## config.mk

```make
export PLATFORM = sky130hd
export DESIGN_NAME = rr_arbiter
export DESIGN_NICKNAME = d
export VERILOG_FILES = /design/src/rtl/arb_pkg.sv /design/src/rtl/rr_pick.sv /design/src/rtl/rr_arbiter.sv
export SDC_FILE = /design/constraint.sdc
export NUM_CORES = 1
export LEC_CHECK = 0
export BUFFER_PORTS_ARGS = -buffer_cell sky130_fd_sc_hd__buf_2
export CORE_UTILIZATION = 55
export DETAILED_ROUTE_END_ITERATION = 10
export PLACE_DENSITY_LB_ADDON = 0.3
export SKIP_CTS_REPAIR_TIMING = 1
export SYNTH_ARGS = -nofsm -noshare
export SYNTH_HDL_FRONTEND = slang
export SYNTH_SLANG_ARGS = --single-unit
```

## constraint.sdc

```tcl
create_clock -name i_clk -period 5.27 [get_ports i_clk]
set_clock_uncertainty 0.2 [all_clocks]
set_input_delay 0.527 -clock i_clk [delete_from_list [all_inputs] [get_ports i_clk]]
set_output_delay 0.527 -clock i_clk [all_outputs]
set_load 0.05 [all_outputs]
```

## src/rtl/arb_pkg.sv

```systemverilog
// Shared types and defaults for the round-robin arbiter.
package arb_pkg;

  localparam int unsigned NDefault       = 4;
  localparam int unsigned MaxHoldDefault = 8;

  typedef enum logic {StIdle, StGrant} state_e;

  // Index width, kept at least one bit wide.
  function automatic int unsigned idx_width(int unsigned n);
    return (n > 1) ? $clog2(n) : 1;
  endfunction

endpackage

```

## src/rtl/rr_pick.sv

```systemverilog
// Combinational round-robin picker: first set bit of (req & ~excl) searching upward from ptr.
module rr_pick import arb_pkg::*; #(
  parameter int unsigned N = NDefault,
  parameter int unsigned W = idx_width(N)
) (
  input  logic [N-1:0] req_i,
  input  logic [W-1:0] ptr_i,
  input  logic [N-1:0] excl_i,
  output logic         found_o,
  output logic [W-1:0] idx_o
);

  logic [N-1:0] masked;
  logic [N-1:0] rot;
  int unsigned  src;
  int unsigned  sel;

  always_comb begin
    masked = req_i & ~excl_i;
    rot    = '0;
    src    = 0;
    sel    = 0;
    // Rotate so that bit 0 of rot is the requester at ptr.
    for (int unsigned i = 0; i < N; i++) begin
      src = i + 32'(ptr_i);
      if (src >= N) src = src - N;
      rot[i] = masked[src[W-1:0]];
    end
    for (int i = N - 1; i >= 0; i--) begin
      if (rot[i]) sel = 32'(i);
    end
    src = sel + 32'(ptr_i);
    if (src >= N) src = src - N;
    found_o = |rot;
    idx_o   = src[W-1:0];
  end

endmodule

```

## src/rtl/rr_arbiter.sv

```systemverilog
// N-way round-robin arbiter with grant hold; optional forced rotation after MAX_HOLD cycles
// when built with RR_ARBITER_TIMEOUT_EN defined.
module rr_arbiter import arb_pkg::*; #(
  parameter int unsigned N        = NDefault,
  parameter int unsigned MAX_HOLD = MaxHoldDefault
) (
  input  logic                    i_clk,
  input  logic                    i_rst_n,
  input  logic [N-1:0]            i_req,
  output logic [N-1:0]            o_gnt,
  output logic [idx_width(N)-1:0] o_gnt_id,
  output logic                    o_busy,
  output logic                    o_preempt
);

  localparam int unsigned W = idx_width(N);

  if (N < 2 || N > 16) begin : g_bad_n
    $error("rr_arbiter: N must be in 2..16");
  end
  if (MAX_HOLD < 2) begin : g_bad_max_hold
    $error("rr_arbiter: MAX_HOLD must be at least 2");
  end

  state_e         state_q, state_d;
  logic [N-1:0]   gnt_q, gnt_d;
  logic [W-1:0]   gnt_id_q, gnt_id_d;
  logic [W-1:0]   ptr_q, ptr_d;
  logic [N-1:0]   excl;
  logic           pick_found;
  logic [W-1:0]   pick_idx;
  logic           take;

`ifdef RR_ARBITER_TIMEOUT_EN
  localparam int unsigned CW = $clog2(MAX_HOLD + 1);
  logic [CW-1:0] cnt_q, cnt_d;
  logic          preempt_q, preempt_d;
`endif

  // The current owner never competes against itself, on release or on timeout.
  always_comb begin
    excl = '0;
    if (state_q == StGrant) excl[gnt_id_q] = 1'b1;
  end

  rr_pick #(
    .N(N),
    .W(W)
  ) u_pick (
    .req_i  (i_req),
    .ptr_i  (ptr_q),
    .excl_i (excl),
    .found_o(pick_found),
    .idx_o  (pick_idx)
  );

  always_comb begin
    state_d  = state_q;
    gnt_d    = gnt_q;
    gnt_id_d = gnt_id_q;
    ptr_d    = ptr_q;
    take     = 1'b0;
`ifdef RR_ARBITER_TIMEOUT_EN
    cnt_d     = cnt_q;
    preempt_d = 1'b0;
`endif
    unique case (state_q)
      StIdle: take = pick_found;
      StGrant: begin
        if (!i_req[gnt_id_q]) begin
          take = pick_found;
          if (!pick_found) begin
            state_d  = StIdle;
            gnt_d    = '0;
            gnt_id_d = '0;
          end
`ifdef RR_ARBITER_TIMEOUT_EN
        end else if (cnt_q == CW'(MAX_HOLD)) begin
          // Saturate when nobody else wants the resource.
          take      = pick_found;
          preempt_d = pick_found;
        end else begin
          cnt_d = cnt_q + 1'b1;
`endif
        end
      end
      default: ;
    endcase
    if (take) begin
      state_d            = StGrant;
      gnt_d              = '0;
      gnt_d[pick_idx]    = 1'b1;
      gnt_id_d           = pick_idx;
      ptr_d              = (pick_idx == W'(N - 1)) ? '0 : pick_idx + 1'b1;
`ifdef RR_ARBITER_TIMEOUT_EN
      cnt_d              = CW'(1);
`endif
    end
  end

  always_ff @(posedge i_clk) begin
    if (!i_rst_n) begin
      state_q  <= StIdle;
      gnt_q    <= '0;
      gnt_id_q <= '0;
      ptr_q    <= '0;
    end else begin
      state_q  <= state_d;
      gnt_q    <= gnt_d;
      gnt_id_q <= gnt_id_d;
      ptr_q    <= ptr_d;
    end
  end

`ifdef RR_ARBITER_TIMEOUT_EN
  always_ff @(posedge i_clk) begin
    if (!i_rst_n) begin
      cnt_q     <= '0;
      preempt_q <= 1'b0;
    end else begin
      cnt_q     <= cnt_d;
      preempt_q <= preempt_d;
    end
  end

  assign o_preempt = preempt_q;
`else
  assign o_preempt = 1'b0;
`endif

  assign o_gnt    = gnt_q;
  assign o_gnt_id = gnt_id_q;
  assign o_busy   = (state_q == StGrant);

endmodule

```

# Word-level counts from Yosys, hierarchy flattened
# Index checks and enable logic that the tools add are counted.
# op_classes
magnitude_cmp,13
bitwise_logic,3
mux,39
reduce_logical,5
eq_ne,3
n_addsub,10
# ops
cell,count
$mux W2,14
$mux W4,5
$lt A2 B3 Y1 const B,6
$ge A3 B3 Y1 const B,4
$mux W1,12
$bmux W1 S2,5
$sub A2 B1 Y2 const B,5
$add A2 B2 Y3 const A,2
$and A4 B4 Y4,1
$demux W1 S2,2
$ge A2 B1 Y1 const B,2
$not A4 Y4,1
$reduce_or A4 Y1,1
$add A1 B2 Y3 const A,1
$add A2 B2 Y3,1
$ge A2 B3 Y1 const B,1
$reduce_and A3 Y1,1
$add A2 B1 Y2 const B,1
$eq A2 B2 Y1 const B,1
$logic_and A1 B1 Y1,2
$ne A2 B1 Y1 const B,1
$ne A2 B2 Y1 const B,1
$pmux W1 S2,1
$reduce_bool A2 Y1,1
$not A1 Y1,1
# word_totals
output_inout_bits,8
reg_bits,9
in_bits,6
word_cells,77

# Logic depth before layout (Yosys ltp)
# Gate-level depths: netlist of the first run.
# logic_depth
word_depth,21
depth_mapped,13
depth_no_buf,12

# Hierarchy
# A second synthesis of the first run with hierarchy kept.
# unflattened
hier_cells,89
hier_area_um2,740.7
# by_module_without_submodules
mod,seq_area_each_um2,cells_per_inst,n_inst,area_each_um2
rr_arbiter,180.2,57,1,500.5
rr_pick,0.0,32,1,240.2

# Worst setup path after synthesis of the first run
# Ideal clock, no wire load.
# synth_timing
path_type,flip-flop to flip-flop
start,"register gnt_id_q[0], in the netlist o_gnt_id[0]"
end,"register gnt_q[0], in the netlist o_gnt[0]"
period_less_slack_ps,3116
arrival_time_ps,2797
setup_ps,119
required_ps,4951
path_buffers,1
stages_incl_launch_ff,14
slack_ps,2154
path_cell_list,dfxtp_1 buf_6 and2b_4 a21boi_0 nor2_1 a2111oi_0 a31oi_1 ha_1 xnor2_1 xnor2_2 inv_1 ha_1 a22oi_1 nor2b_1
# synth_via
elab_chain_len,21
elab_cells_between_ends,39
cone_classes,2 x add/sub; 5 x order compare; 2 x eq/ne; 23 x mux; 2 x bitwise; 5 x reduce/logical
# synth_rtl
element,line,rtl
start: declaration,rr_arbiter.sv:27,"logic [W-1:0] gnt_id_q, gnt_id_d;"
start signal: assignment,rr_arbiter.sv:110,gnt_id_q <= gnt_id_d;
$lt A2 B3 Y1 (implied by the code) / $ge A2 B1 Y1 (equally long branches),rr_arbiter.sv:43,if (state_q == StGrant) excl[gnt_id_q] = 1'b1;
$logic_and A1 B1 Y1 (implied by the code),rr_arbiter.sv:43,
$mux W1 (implied by the code),rr_arbiter.sv:43,
$demux W1 S2,rr_arbiter.sv:43,
$mux W4,rr_arbiter.sv:43,
$not A4 Y4,rr_pick.sv:19,masked = req_i & ~excl_i;
$and A4 B4 Y4,rr_pick.sv:19,
$bmux W1 S2,rr_pick.sv:27,rot[i] = masked[src[W-1:0]];
(+5 left out),n/a,
$add A2 B2 Y3,rr_pick.sv:32,src = sel + 32'(ptr_i);
$ge A3 B3 Y1 / $sub A2 B1 Y2 (equally long branches),rr_pick.sv:33,if (src >= N) src = src - N;
$mux W2,rr_pick.sv:33,
$lt A2 B3 Y1 (implied by the code) / $ge A2 B1 Y1 (equally long branches),rr_arbiter.sv:92,gnt_d[pick_idx] = 1'b1;
$logic_and A1 B1 Y1 (implied by the code),rr_arbiter.sv:92,
$mux W1 (implied by the code),rr_arbiter.sv:92,
$demux W1 S2,rr_arbiter.sv:92,
$mux W4,rr_arbiter.sv:89,if (take) begin
end signal: assignment,rr_arbiter.sv:109,gnt_q <= gnt_d;
end: declaration,rr_arbiter.sv:26,"logic [N-1:0] gnt_q, gnt_d;"
# Parallel ways exist; a longest one is shown, timed or not. The select of a mux whose other input is x is not followed.
# A chain may end at the register's enable or synchronous reset.

# Final worst setup path of the first run
# layout_timing
start,"register gnt_id_q[0], in the netlist o_gnt_id[0]"
end,"register gnt_q[1], in the netlist o_gnt[1]"
# The elaborated chain is that of the path after synthesis.

==> flow_summary.json, run 1 <==
{
  "fin_cells": 119,
  "fp.dieArea_mm2": 0.00177,
  "viasPerCell": 6.03,
  "wl_mm": 1.66,
  "post_drt_wl_per_cell_um": 13.9,
  "yosysWarnings": 0,
  "start_kind": "flop",
  "cts_max_path_buffers": 2,
  "synth-seq-area-share_pct": 20.4,
  "grt_pass1_wl_mm": 2.88,
  "antenna_found_initial": 0,
  "setup_viol": 0,
  "drt-pass1-iter-count": 4,
  "cp_max_fo": 11,
  "io_buffer_count": 12,
  "vdd_drop_max_mv": 0.286,
  "cts_tree": "yes",
  "grt_pass1_vias": 693,
  "cts_buffers": 3,
  "dpl.cell_count": 115,
  "fmax_mhz": 308,
  "cts.root.buffer_cell": "clkbuf_4",
  "cp.required_ns": 5.22,
  "io-pin-count": 14,
  "finalCriticalPeriod_ns": 3.24,
  "rows": 14,
  "grt_use_total_pct": 21.0,
  "grt_max_degree": 15,
  "drive_above_1_share_pct": 30.1,
  "die_w_um": 42.0,
  "final_cell_mix": "buf_2 (12), dfxtp_1 (9), nor2b_1 (7), nand2_1 (6)",
  "area_delta_synth_final_pct": 2.70,
  "overflow": 0,
  "worst_setup_path_end_kind": "flop",
  "htreeDepth": 1,
  "hold_viol_final": 0,
  "syn_area_um2": 882,
  "core-area_mm2": 0.00151,
  "rsz0062_at_grt": "no",
  "hp-class": "flop to flop",
  "cap_violations": 0,
  "nFillCells": 137,
  "setup_tns_ns": 0,
  "clock_latency_ns": 0.26,
  "path_class": "flop to flop",
  "antenna_left": 0,
  "leakage_nw": 0.376,
  "synth.distinct_cells": 44,
  "routed-via-count": 717,
  "final_nets": 115,
  "start_util_pct": 58.6,
  "netlist_instances": 95,
  "place.gp.congestion": 0.805,
  "syn_nets": 106,
  "slew_viol_final": 0,
  "dieHeight_um": 42.0,
  "layout_commonest_cell": "buf_2",
  "post-route-period-util_pct": 61.6,
  "avgSynthCellArea_um2": 9.29,
  "cp.arrival_ns": 3.20,
  "dp_hpwl_mm": 1.21,
  "clock-sinks": 9,
  "power_density_mw_per_mm2": 518,
  "drc": 0,
  "status": "finished, final reports clean",
  "power.total_w": 0.000469,
  "r2r_slack_ns": 2.03,
  "first_iter_violations": 21,
  "ys_seq_elements": 9,
  "antennaDiodeCount": 0,
  "clkTransAtPathRegs_ns": 0.06
}
==> path summary, 6_finish.rpt <==
path,from,endpoint,depth (start not counted)
setup / recovery,o_gnt_id[0],o_gnt[1],12
hold / removal,o_gnt[2],o_gnt[2],2
setup reg to reg,o_gnt_id[0],o_gnt[1],12
hold reg to reg,o_gnt[2],o_gnt[2],2
==> layer usage <==
metal / vias up / share of wire (%) / GRT usage, %
met3: 4 / 4.9 / 6.90
met5: - / 0 / 0
met2: 19 / 47 / 32.8
met4: 0 / 0.84 / 7.50
met1: 335 / 47 / 27.2
li1: 359 / - / -
==> report_power, final <==
group / internal, W / switching, W / leakage (nW)
Clock: 0.0000292 / 0.0000244 / 0.0150
Combinational: 0.000120 / 0.000169 / 0.287
Sequential: 0.0000899 / 0.0000367 / 0.0742
Total: 0.000239 / 0.000230 / 0.376
==> area by class of cell <==
| cell class | instances | area, um^2 | area share, % |
|---|---|---|---|
| clock buffers | 4 | 26.3 | 2.90 |
| inverters | 3 | 11.3 | 1.24 |
| flip-flops and latches | 9 | 180 | 19.9 |
| repair buffers | 12 | 60.1 | 6.63 |
| multi-input cells | 75 | 608 | 67.1 |
| well taps | 16 | 20.0 | 2.21 |
==> sequential cells by signal, summed over array words and instances, names as in the netlist <==
register and cells:
o_gnt 4, ptr_q 2, o_gnt_id 2, o_busy 1
==> cells by family after synthesis <==
logic type	after synthesis	synth area share [%]
simple gates	34	24.7
other cells	1	0.425
compound gates	26	24.4
fa+ha+maj	5	7.09
xor+xnor	3	3.83
buf+inv	11	10.6
mux	6	8.51
flops	9	20.4
==> synth_stat cells <==
library cell / count / share of area (%)
mux2i_1: 3 / 3.4
or2b_1: 1 / 0.85
and2_4: 1 / 0.99
a221oi_2: 1 / 1.7
buf_4: 2 / 1.7
nor3b_2: 1 / 1.4
inv_1: 3 / 1.3
mux2_2: 2 / 2.6
nor3b_1: 3 / 2.6
a21oi_2: 1 / 0.99
nand2b_1: 1 / 0.71
and3b_1: 1 / 0.99
xnor2_1: 2 / 2.0
a2111oi_0: 1 / 0.99
ha_1: 5 / 7.1
o21a_1: 2 / 1.7
a31oi_1: 2 / 1.4
o31ai_2: 1 / 1.4
buf_6: 6 / 7.7
nor2b_1: 7 / 5.0
and2b_4: 1 / 1.1
o2bb2ai_1: 1 / 0.99
a21boi_0: 2 / 1.7
xnor2_2: 1 / 1.8
a31o_1: 1 / 0.99
o21ai_0: 1 / 0.57
a21oi_1: 3 / 1.7
o22ai_1: 1 / 0.71
or3b_4: 1 / 1.3
nand2_1: 6 / 2.6
mux4_2: 1 / 2.6
o211ai_2: 1 / 1.4
or2b_2: 1 / 0.99
o22ai_2: 1 / 1.4
and3_2: 1 / 0.85
conb_1: 1 / 0.43
nand4b_1: 1 / 0.99
nand3_1: 1 / 0.57
nor2_1: 5 / 2.1
nand3b_1: 2 / 1.7
dfxtp_1: 9 / 20
a22oi_1: 5 / 4.3
o2111ai_1: 1 / 0.99
a31oi_2: 1 / 1.4
==> through the flow <==
stage	cell area, um^2	utilization (%)	hold WS [ns]	setup slack [ns]
2_1_floorplan	882	-	0.395	2.15
3_3_place_gp	880	58.4	0.299	2.12
3_5_place_dp	880	58.4	0.310	1.97
4_1_cts	906	60.1	0.330	2.03
5_1_grt	906	60.1	0.372	1.87
6_report	906	60.1	0.324	2.03
==> critical path: stages, from the launching register on <==
cell	delay (ns)
dfxtp_1	0.54
and2b_4	0.27
a21boi_0	0.32
nor2_1	0.08
a2111oi_0	0.49
a31oi_1	0.10
ha_1	0.22
xnor2_1	0.22
xnor2_2	0.18
inv_1	0.10
ha_1	0.19
a22oi_1	0.16
nor2b_1	0.06
Power figures use the tool's default switching activity.
==> inputs of run 2 (changes only) <==
Clock period 5.27 ns to 3.1 ns, I/O delays scaled along.
==> run 2 against run 1 <==
Against the previous run: critical path depth rose by 1; global-route usage fell by 0.56 points; utilization rose by 3.2 points; worst setup slack got worse by 1.8 ns; via count rose by 3.5%; design area rose by 5.2%; non-clock buffer count rose by 4; sequential share of layout area fell by 0.60 points.
==> flow_summary.json, run 2 (synthesized netlist as in run 1, its figures left out) <==
{
  "hold_viol_final": 0,
  "setup_viol": 0,
  "setup_tns_ns": 0,
  "core-area_mm2": 0.00151,
  "htreeDepth": 1,
  "cts_tree": "yes",
  "antenna_left": 0,
  "hp-class": "input port to flop",
  "dp_hpwl_mm": 1.24,
  "clock_latency_ns": 0.25,
  "area_delta_synth_final_pct": 8.09,
  "largest_register_ffs": 4,
  "start_kind": "flop",
  "dieHeight_um": 42.0,
  "power_density_mw_per_mm2": 889,
  "fmax_mhz": 345,
  "cap_violations": 0,
  "slew_viol_final": 0,
  "clock-sinks": 9,
  "clkTransAtPathRegs_ns": 0.06,
  "worstPathCellList": "buf_4, or2b_1, a31oi_2, nor2_1, a2111oi_2, a31oi_1, ha_1, xnor2_2, xnor2_2, inv_1, ha_1, a22oi_1, nor2b_1",
  "cts_buffers": 3,
  "post-route-period-util_pct": 93.4,
  "place.gp.congestion": 0.857,
  "io_buffer_count": 12,
  "crit_family": "compound AO/OA/AOI/OAI gates",
  "status": "finished, final reports clean",
  "cts_max_path_buffers": 2,
  "power.total_w": 0.000847,
  "cp.required_ns": 3.05,
  "slowest_delay_ns": 0.35,
  "wl_mm": 1.73,
  "grt_use_total_pct": 20.5,
  "final_cell_mix": "buf_2 (12), nor2b_1 (7), nand2_1 (6), dfxtp_1 (6)",
  "worst_setup_path_end_kind": "flop",
  "grt_max_degree": 13,
  "cp.arrival_ns": 2.84,
  "grt_pass1_wl_mm": 2.82,
  "cp_max_fo": 8,
  "start_util_pct": 58.6,
  "viasPerCell": 6.03,
  "overflow": 0,
  "leakage_nw": 0.400,
  "crit_buf_inv": 2,
  "placed_area_um2": 903,
  "layout_commonest_cell": "buf_2",
  "routed-via-count": 742,
  "drt-pass1-iter-count": 4,
  "antenna_found_initial": 0,
  "fin_area_um2": 953,
  "finalCriticalPeriod_ns": 2.90,
  "io-pin-count": 14,
  "utilization_pct": 63.3,
  "final_nets": 119,
  "first_iter_violations": 18,
  "grt_pass1_vias": 634,
  "worst_path_max_delay_cell": "dfxtp_2",
  "die_w_um": 42.0,
  "cts.root.buffer_cell": "clkbuf_4",
  "drc": 0,
  "vdd_drop_max_mv": 0.607,
  "path_class": "flop to flop",
  "rows": 14,
  "post_drt_wl_per_cell_um": 14.0,
  "drive_above_1_share_pct": 37.4,
  "fp.dieArea_mm2": 0.00177,
  "antennaDiodeCount": 0
}
==> run 2: stage by stage <==
step / instances / setup slack [ns] / hold WS (ns)
final: 123 / 0.203 / 0.171
after global routing: 123 / -0.0717 / 0.171
after CTS: 122 / 0.123 / 0.170
after detailed placement: 118 / 0.141 / 0.316
after global placement: 118 / 0.192 / 0.302
after floorplan: 95 / 0.0700 / 0.238
==> run 2: final timing paths <==
kind | startpoint | end | slack, ns | cells past startpoint
max reg2reg | o_gnt_id[1] | o_gnt[1] | 0.20 | 13
min | i_rst_n | o_busy | 0.17 | 2
max | o_gnt_id[1] | o_gnt[1] | 0.20 | 13
min reg2reg | o_gnt[2] | o_gnt[2] | 0.32 | 2
==> run 2: cell type report <==
cell class / instances / area (um^2)
Sequential cell: 9 / 184
Fill cell: 132 / 553
Timing Repair Buffer: 16 / 90.1
Multi-Input combinational cell: 75 / 622
Tap cell: 16 / 20.0
Inverter: 3 / 11.3
Clock buffer: 4 / 26.3
==> run 2: report_power, final <==
part	switching (W)	internal, W	total, W
combinational	0.000311	0.000236	0.000547
sequential	0.0000568	0.000155	0.000212
clock	0.0000389	0.0000495	0.0000884
total	0.000407	0.000441	0.000847
==> run 2: per-layer routing <==
layer | wire length, um | global-route usage, %
met3 | 90 | 5.17
met5 | 0 | 0
met4 | 23 | 4.38
met1 | 830 | 28.9
met2 | 782 | 31.9
==> run 2: worst register-to-register path: cells and delay by family (launching register included) <==
family                     cells  cell delay [ns]
and+or+nand+nor                3             0.38
DFF                            1             0.35
buffers and inverters          2             0.27
AOI/OAI and AO/OA              4             0.74
adders and majority gates      2             0.45
xor gates and xnor gates       2             0.39
